--- src/rtl/alu_cmd_dispatcher.sv ---
// alu_cmd_dispatcher: buffers ALU commands in a small circular FIFO, drops
// illegal opcodes, and issues one command at a time to the memory-operand
// ALU. After every start it enforces a fixed number of idle cycles.
//
// Handshakes:
//   upstream: a command transfers on a cycle where cmd_valid && cmd_ready.
//             cmd_ready depends on registered state only, so it never
//             depends on cmd_valid.
//   ALU:      alu_start is a single-cycle pulse. It rises only while
//             alu_ready is high. alu_opcode and alu_addr are meaningful
//             while alu_start is high.
module alu_cmd_dispatcher #(
  parameter int DEPTH  = 4,
  parameter int OP_W   = 8,
  parameter int ADDR_W = 20,
  parameter int GAP    = 2
) (
  input  logic                     clk,
  input  logic                     rst,
  input  logic                     cmd_valid,
  output logic                     cmd_ready,
  input  logic [OP_W-1:0]          cmd_opcode,
  input  logic [ADDR_W-1:0]        cmd_addr,
  input  logic                     alu_ready,
  output logic                     alu_start,
  output logic [OP_W-1:0]          alu_opcode,
  output logic [ADDR_W-1:0]        alu_addr,
  output logic                     err_opcode,
  output logic [7:0]               err_count,
  output logic [$clog2(DEPTH):0]   fifo_level,
  output logic                     busy
);

  localparam int PTR_W = $clog2(DEPTH);
  localparam int LVL_W = PTR_W + 1;

  localparam logic [OP_W-1:0]  OP_ADD   = OP_W'(8'h05);
  localparam logic [OP_W-1:0]  OP_MUL   = OP_W'(8'h06);
  localparam logic [LVL_W-1:0] FULL_LVL = LVL_W'(DEPTH);
  localparam logic [2:0]       GAP_LOAD = 3'(GAP);

  // Dispatch state. ST_IDLE may issue. ST_GAP counts out the idle cycles
  // required after a start. Any other encoding falls back to ST_IDLE.
  typedef enum logic [1:0] {
    ST_IDLE = 2'b00,
    ST_GAP  = 2'b01
  } state_t;

  state_t            state;
  logic [2:0]        gap_cnt;

  logic [OP_W-1:0]   op_mem   [DEPTH];
  logic [ADDR_W-1:0] addr_mem [DEPTH];
  logic [PTR_W-1:0]  wr_ptr;
  logic [PTR_W-1:0]  rd_ptr;

  logic [OP_W-1:0]   hold_opcode;
  logic [ADDR_W-1:0] hold_addr;

  logic              opcode_legal;
  logic              xfer;
  logic              push;
  logic              drop;
  logic              pop;
  logic              fifo_nonempty;

  assign fifo_nonempty = (fifo_level != '0);
  assign cmd_ready     = (fifo_level != FULL_LVL);
  assign opcode_legal  = (cmd_opcode == OP_ADD) || (cmd_opcode == OP_MUL);
  assign xfer          = cmd_valid && cmd_ready;
  assign push          = xfer && opcode_legal;
  assign drop          = xfer && !opcode_legal;

  // Start is combinational so a queued command issues in the same cycle
  // alu_ready rises. It is masked during reset so nothing is issued then.
  assign alu_start = !rst && (state == ST_IDLE) && fifo_nonempty && alu_ready;
  assign pop       = alu_start;

  // Show the FIFO head while there is one. Otherwise repeat the last head.
  assign alu_opcode = fifo_nonempty ? op_mem[rd_ptr]   : hold_opcode;
  assign alu_addr   = fifo_nonempty ? addr_mem[rd_ptr] : hold_addr;

  assign busy = fifo_nonempty || (state != ST_IDLE);

  // FIFO storage. The array is not reset because only valid slots are read.
  always_ff @(posedge clk) begin
    if (push) begin
      op_mem[wr_ptr]   <= cmd_opcode;
      addr_mem[wr_ptr] <= cmd_addr;
    end
  end

  // FIFO pointers and occupancy. Pointers wrap naturally because DEPTH is a power of two.
  always_ff @(posedge clk) begin
    if (rst) begin
      wr_ptr     <= '0;
      rd_ptr     <= '0;
      fifo_level <= '0;
    end else begin
      if (push) begin
        wr_ptr <= wr_ptr + PTR_W'(1);
      end
      if (pop) begin
        rd_ptr <= rd_ptr + PTR_W'(1);
      end
      case ({push, pop})
        2'b10:   fifo_level <= fifo_level + LVL_W'(1);
        2'b01:   fifo_level <= fifo_level - LVL_W'(1);
        default: fifo_level <= fifo_level;
      endcase
    end
  end

  // Capture the head each cycle so the ALU outputs stay stable once the FIFO drains.
  always_ff @(posedge clk) begin
    if (rst) begin
      hold_opcode <= '0;
      hold_addr   <= '0;
    end else if (fifo_nonempty) begin
      hold_opcode <= op_mem[rd_ptr];
      hold_addr   <= addr_mem[rd_ptr];
    end
  end

  // Illegal-opcode reporting: one-cycle pulse and a saturating drop counter.
  always_ff @(posedge clk) begin
    if (rst) begin
      err_opcode <= 1'b0;
      err_count  <= 8'h00;
    end else begin
      err_opcode <= drop;
      if (drop && (err_count != 8'hFF)) begin
        err_count <= err_count + 8'h01;
      end
    end
  end

  // Dispatch FSM. Each start is followed by GAP cycles in ST_GAP.
  always_ff @(posedge clk) begin
    if (rst) begin
      state   <= ST_IDLE;
      gap_cnt <= 3'd0;
    end else begin
      case (state)
        ST_IDLE: begin
          if (alu_start) begin
            state   <= ST_GAP;
            gap_cnt <= GAP_LOAD;
          end
        end
        ST_GAP: begin
          if (gap_cnt <= 3'd1) begin
            state   <= ST_IDLE;
            gap_cnt <= 3'd0;
          end else begin
            gap_cnt <= gap_cnt - 3'd1;
          end
        end
        default: begin
          state   <= ST_IDLE;
          gap_cnt <= 3'd0;
        end
      endcase
    end
  end

  // Interface rules the ALU depends on.
  a_start_needs_ready : assert property (@(posedge clk) disable iff (rst)
    alu_start |-> alu_ready);
  a_start_legal_op    : assert property (@(posedge clk) disable iff (rst)
    alu_start |-> ((alu_opcode == OP_ADD) || (alu_opcode == OP_MUL)));
  a_no_start_in_gap   : assert property (@(posedge clk) disable iff (rst)
    (state == ST_GAP) |-> !alu_start);

endmodule
--- config.mk ---
export PLATFORM = sky130hd
export DESIGN_NAME = alu_cmd_dispatcher
export DESIGN_NICKNAME = d
export VERILOG_FILES = /design/src/rtl/alu_cmd_dispatcher.sv
export SDC_FILE = /design/constraint.sdc
export NUM_CORES = 1
export LEC_CHECK = 0
export CAP_MARGIN = 20
export CELL_PAD_IN_SITES_DETAIL_PLACEMENT = 0
export CELL_PAD_IN_SITES_GLOBAL_PLACEMENT = 2
export CORE_MARGIN = 5
export CORE_UTILIZATION = 42
export CTS_CLUSTER_SIZE = 24
export DETAILED_ROUTE_END_ITERATION = 16
export PLACE_DENSITY = 0.8
export REMOVE_ABC_BUFFERS = 1
export SLEW_MARGIN = 25
export SYNTH_ARGS = -nofsm -noshare
export SYNTH_HDL_FRONTEND = slang
export SYNTH_SLANG_ARGS = --single-unit
--- constraint.sdc ---
create_clock -name clk -period 4.6 [get_ports clk]
set_clock_uncertainty 0.1 [all_clocks]
set_input_delay 0.46 -clock clk [delete_from_list [all_inputs] [get_ports clk]]
set_output_delay 0.46 -clock clk [all_outputs]
set_load 0.02 [all_outputs]
==> results of run 1 <==
[cell usage in the layout, fill, tap and decap left out, types with 5 or more instances in the layout]
cell type,netlist,layout
a21oi_1,11,11
mux4_2,28,28
nor2b_1,32,32
nand2_1,87,87
nand3_1,5,5
nor2_1,14,14
o21ai_0,8,8
inv_1,11,11
dfxtp_1,50,48
clkdlybuf4s50_1,0,73
edfxtp_1,112,112
clkbuf_16,0,17
ha_1,7,7
[where the power goes]
group          internal, mW  total, mW  switching [mW]
clock network         0.900       1.44           0.541
logic                0.0375     0.0788          0.0413
registers              1.56       1.56         0.00247
total                  2.50       3.08           0.584
[kinds of logic (layout without fill, tap and decap cells)]
logic type                 Yosys count  after routing  synth area share
xor gates and xnor gates             5              5           0.00695
AOI/OAI and AO/OA                   29             29            0.0316
and+or+nand+nor                    164            164             0.125
buffers and inverters               32            122            0.0219
muxes                               30             30             0.104
DFF                                162            162             0.693
adders and majority gates            8              8            0.0171
[state kept, by name, summed over array words and instances (netlist names), named ones only]
signal       flops
wr_ptr           2
addr_mem        80
state            1
fifo_level       3
rd_ptr           2
op_mem          32
gap_cnt          3
hold_opcode      8
err_count        8
hold_addr       20
err_opcode       1
[layout make-up]
| class | count | area (sq um) |
|---|---|---|
| clock buffer | 20 | 437 |
| inverter | 11 | 41.3 |
| sequential | 162 | 4370 |
| fill | 1240 | 6820 |
| tap | 184 | 230 |
| timing repair buffer | 79 | 786 |
| multi-input combinational | 236 | 1810 |
| clock inverter | 12 | 163 |
[synthesized netlist by cell type (3+ instances only)]
library cell  instances  area (sq um)
nand3_1               5          25.0
or3_1                 3          18.8
and3_1                4          25.0
buf_2                 5          25.0
ha_1                  7          87.6
nor2_1               14          52.6
a21oi_1              11          55.1
nand2_1              87           327
dfxtp_1              50          1000
inv_1                11          41.3
nor2b_1              32           200
o21ai_0               8          40.0
clkbuf_1             12          45.0
edfxtp_1            112          3360
xor2_1                4          35.0
nand4_1               3          18.8
mux4_2               28           631
[worst register-to-register path, delay by kind of cell, from the launching register on]
kind / cells / cell delay, ns
AND/OR/NAND/NOR: 3 / 1.08
adder cells (fa/ha/maj): 2 / 0.56
flip-flops: 1 / 0.45
buffers and inverters: 2 / 0.22
XOR/XNOR: 1 / 0.15
AO/OA/AOI/OAI: 1 / 0.14
[worst max-delay path by stage]
| stage | start | end | slack [ns] | cells after the start |
|---|---|---|---|---|
| 5_1_grt | flip-flop | alu_opcode[7] | 1.25 | 5 |
| 4_1_cts | flip-flop | alu_addr[17] | 1.17 | 5 |
| 2_1_floorplan | fifo_level[0]$_SDFFE_PP0P_ | busy | 1.68 | 2 |
| 6_report | fifo_level[0]$_SDFFE_PP0P_ | alu_opcode[5] | 1.41 | 5 |
| 3_3_place_gp | cmd_opcode[5] | addr_mem[0][12]$_DFFE_PP_ | 1.37 | 4 |
| 3_5_place_dp | cmd_opcode[5] | addr_mem[1][4]$_DFFE_PP_ | 1.26 | 4 |
[per-layer routing]
layer	wire length (um)	track usage
met1	5360	0.182
met2	6260	0.250
met3	450	0.0490
met4	154	0.0525
met5	0	0
==> results.yml, run 1 <==
final_layout:
  fin_cells: 704
  nNetsFinal: 547
  final_area_sq_mm: 0.00783
  area_delta_synth_final_pct: 24.3
  antennaDiodeCount: 0
  fin_util: 0.535
  drive_gt1_frac: 0.148
yosys:
  synth-edff-count: 112
  syn_avg_cell_area_sq_um: 14.6
  syn_area_sq_mm: 0.00630
  yosysWarningCount: 0
  ys_ff_latch: 162
  synthFlopType: "edfxtp_1"
  synth_cell_type_count: 45
  async_reset_ff_frac: 0
  synthCells: 430
  synth_seq_area_share: 0.693
placed_design:
  placed_cell_area_sq_mm: 0.00723
  gp_congestion: 0.671
  place_ws_ns: 1.26
  dp_hpwl_mm: 7.68
  io_buffers: 74
  dp_cells: 672
clock_network:
  clk_latency_ns: 0.43
  h-tree-depth: 4
  cts_tree: "yes"
  cts_buffers: 17
  clock-sinks: 162
  ctsHoldBuffers: 0
  clockRootBuffer: "clkbuf_16"
  clk_pin_slew_ns: 0.06
  ctsLongestPathBuffers: 2
  cts_setup_buffers: 0
  cts_resized: 0
power:
  leakage_nw: 2.69
  ir_drop_v: 0.000265
  power.total_mw: 3.08
  powerDensity_mw_per_mm2: 394
routing:
  wl_mm: 12.2
  remaining_drc_errors: 0
  dr.pass1.iters: 4
  drt_iter0_drc: 212
  detail_route.wl_per_cell_um: 17.4
  ant_nets: 0
  num_vias: 3532
  vias_per_cell: 5.02
setup_path:
  r2r_setup_slack_ns: 1.82
  worst_ep_required_time_ns: 4.04
  r2r-end: "fifo_level[2]$_SDFFE_PP0P_"
  start_kind: "flip-flop"
  crit_type: "reg2out"
  critical_path.max_stage_delay_ns: 0.61
  worst-r2r-cell-count: 9
  worstPathCellList: "or3_1 > buf_4 > nand2_1 > nand2_1 > clkdlybuf4s50_1"
  cp-end-kind: "output pin"
  critPathArrivalTime_ns: 2.63
  crit_top_cell: "nand2_1"
  slowest_stage: "clkdlybuf4s50_1"
  worstPathMaxFanout: 16
  critPathTopFamily: "buffers and inverters"
  timing.rr.start: "fifo_level[0]$_SDFFE_PP0P_"
  cp_num_buf_inv: 2
die:
  initial_core_util: 0.430
  die_area_sq_mm: 0.0175
  core_area_sq_mm: 0.0146
  die_w_um: 132
  ios: 75
  dieHeight_um: 132
  rows: 44
global_route:
  grt_usage: 0.149
  grt_max_degree: 52
  grt_pass1_vias: 3746
  grt_first_pass_wirelength_mm: 20.2
  grt_overflow: 0
  grt_antenna_before_repair: 0
timing:
  drv_slew: 0
  rsz0062_at_grt: "false"
  final_hold_viol_count: 0
  fin_crit_sh: 0.694
  fin_setup_tns_ns: 0
  fmax_ghz: 0.313
  worst_slew_pin_slew_ns: 0.773
  relSlewSlack: 0.484
  fin_ws_ns: 1.41
  finalSetupViolations: 0
  holdWs_ns: 0.364
  final_period_minus_worst_setup_slack_ns: 3.19
min_path:
  min_to: "state[0]$_SDFFE_PP0P_"
  hold_path_class: "in2reg"
  holdCritStartpoint: "rst"
  hold_depth: 4
run:
  max_cap_viol_count: 0
run_status:
  outcome: "complete, no violations"
No activity file was read; power rests on OpenSTA's default activity.
==> run 2: changes to the inputs <==
--- a/config.mk
+++ b/config.mk
@@ -9,10 +9,10 @@
 export CELL_PAD_IN_SITES_DETAIL_PLACEMENT = 0
 export CELL_PAD_IN_SITES_GLOBAL_PLACEMENT = 2
 export CORE_MARGIN = 5
-export CORE_UTILIZATION = 42
+export CORE_UTILIZATION = 39
 export CTS_CLUSTER_SIZE = 24
 export DETAILED_ROUTE_END_ITERATION = 16
-export PLACE_DENSITY = 0.8
+export PLACE_DENSITY = 0.75
 export REMOVE_ABC_BUFFERS = 1
 export SLEW_MARGIN = 25
 export SYNTH_ARGS = -nofsm -noshare
==> constraint.sdc (replaced) <==
create_clock -name clk -period 3.07 [get_ports clk]
set_clock_uncertainty 0.1 [all_clocks]
set_input_delay 0.307 -clock clk [delete_from_list [all_inputs] [get_ports clk]]
set_output_delay 0.307 -clock clk [all_outputs]
set_load 0.02 [all_outputs]
==> results.yml, run 2 (synthesis results as in run 1) <==
clock_network:
  clock-sinks: 162
  clockRootBuffer: "clkbuf_16"
  cts_resized: 0
  h-tree-depth: 4
  cts_setup_buffers: 0
  ctsLongestPathBuffers: 2
  ctsHoldBuffers: 0
  clk_pin_slew_ns: 0.06
  cts_tree: "yes"
  cts_buffers: 17
  clk_latency_ns: 0.42
setup_path:
  cp_num_buf_inv: 2
  worstPathMaxFanout: 28
  r2r_setup_slack_ns: 0.44
  worst-r2r-cell-count: 10
  start_kind: "flip-flop"
  crit_type: "reg2out"
  worstPathCellList: "buf_12 > mux4_2 > nand2_1 > nand2_1 > clkdlybuf4s50_1"
  slowest_stage: "clkdlybuf4s50_1"
  cp-end-kind: "output pin"
  critPathTopFamily: "buffers and inverters"
  r2r-end: "fifo_level[2]$_SDFFE_PP0P_"
  critical_path.max_stage_delay_ns: 0.54
  timing.rr.start: "fifo_level[2]$_SDFFE_PP0P_"
  critPathArrivalTime_ns: 2.29
  worst_ep_required_time_ns: 2.66
  crit_top_cell: "nand2_1"
timing:
  fin_setup_tns_ns: 0
  worst_slew_pin_slew_ns: 0.617
  fin_crit_sh: 0.878
  drv_slew: 0
  finalSetupViolations: 0
  final_period_minus_worst_setup_slack_ns: 2.70
  final_hold_viol_count: 0
  rsz0062_at_grt: "false"
  fmax_ghz: 0.371
  holdWs_ns: 0.301
  relSlewSlack: 0.587
die:
  ios: 75
  die_w_um: 137
  die_area_sq_mm: 0.0188
  rows: 46
  core_area_sq_mm: 0.0159
  initial_core_util: 0.396
  dieHeight_um: 137
power:
  internal_power_mw: 3.71
  leakage_nw: 2.78
  pwr-share-clk: 0.462
  powerDensity_mw_per_mm2: 571
  pwr-share-comb: 0.028
  ir_drop_v: 0.000380
  p_seq_frac: 0.511
  p_switching_uw: 868
  netSwitchingFraction: 0.190
run_status:
  outcome: "complete, no violations"
routing:
  detail_route.wl_per_cell_um: 16.8
  ant_nets: 0
  drt_iter0_drc: 183
  wl_mm: 12.6
  vias_per_cell: 4.85
  num_vias: 3640
  dr.pass1.iters: 4
  remaining_drc_errors: 0
final_layout:
  nNetsFinal: 562
  area_delta_synth_final_pct: 27.4
  final_cell_mix: "112 x edfxtp_1, 87 x nand2_1, 73 x clkdlybuf4s50_1, 49 x dfxtp_1, 32 x nor2b_1"
  layout_commonest_cell: "edfxtp_1"
  drive_gt1_frac: 0.168
  top_regs: "addr_mem: 80 flops, op_mem: 32 flops, hold_addr: 20 flops"
  largest_register_ffs: 80
  final_area_sq_mm: 0.00802
  largest_register: "addr_mem"
  fin_cells: 751
  antennaDiodeCount: 0
placed_design:
  dp_cells: 719
  placed_cell_area_sq_mm: 0.00743
  gp_congestion: 0.758
  dp_hpwl_mm: 7.88
  io_buffers: 74
global_route:
  grt_usage: 0.143
  grt_antenna_before_repair: 0
  grt_first_pass_wirelength_mm: 19.7
  grt_overflow: 0
  grt_pass1_vias: 3704
  grt_max_degree: 52
run:
  max_cap_viol_count: 0
min_path:
  hold_depth: 4
  holdCritStartpoint: "rst"
  hold_path_class: "in2reg"
  min_to: "state[0]$_SDFFE_PP0P_"
## run 2: cell types whose count changed in the layout (fill, tap and decap cells not counted), sizes merged
cell    before  now
clkbuf      20   21
bufinv       4    3
buf          6   21
## run 2: layout make-up
| type | count | area [sq um] |
|---|---|---|
| clock buffer | 21 | 460 |
| clock inverter | 11 | 135 |
| fill | 1406 | 7860 |
| inverter | 11 | 41.3 |
| multi-input combinational | 236 | 1800 |
| sequential | 162 | 4370 |
| tap | 216 | 270 |
| timing repair buffer | 94 | 948 |
## run 2: worst min-delay path, delay by kind of cell
kind	cells	cell delay [ns]
buffers and inverters	1	0.15
AO/OA/AOI/OAI	1	0.09
AND/OR/NAND/NOR	2	0.21
## run 2: worst max-delay path by stage
| stage | from | to | slack, ns | cells after the start |
|---|---|---|---|---|
| final | flip-flop | alu_opcode[4] | 0.37 | 5 |
| after global routing | flip-flop | alu_opcode[4] | 0.23 | 5 |
| after CTS | flip-flop | alu_opcode[4] | 0.33 | 5 |
| after detailed placement | cmd_opcode[4] | fifo_level[2]$_SDFFE_PP0P_ | 0.02 | 11 |
| after global placement | cmd_opcode[5] | fifo_level[2]$_SDFFE_PP0P_ | 0.10 | 11 |
| after floorplan | fifo_level[0]$_SDFFE_PP0P_ | fifo_level[2]$_SDFFE_PP0P_ | 0.18 | 9 |
## run 2: metal layers
layer,up-vias,share of wire,global-route usage
met5,-,0,0
met4,0,0.0062,0.0432
met3,5,0.038,0.0456
met2,67,0.51,0.235
met1,1813,0.45,0.180
li1,1755,-,-
## run 2: power by group through the flow
stage	combinational, mW	clock [mW]	sequential, mW
4_1_cts	0.131	2.17	2.34
3_3_place_gp	0.126	0	2.39
5_1_grt	0.138	2.25	2.34
3_5_place_dp	0.130	0	2.39
6_report	0.127	2.11	2.34
2_1_floorplan	0.0274	0	2.39
## run 2: metrics by stage
stage          worst slack [ns]   util  total power, mW
3_3_place_gp              0.104  0.467             2.51
6_report                  0.375  0.505             4.58
3_5_place_dp             0.0231  0.467             2.52
5_1_grt                   0.230  0.505             4.73
4_1_cts                   0.327  0.505             4.64
2_1_floorplan             0.181      -             2.42
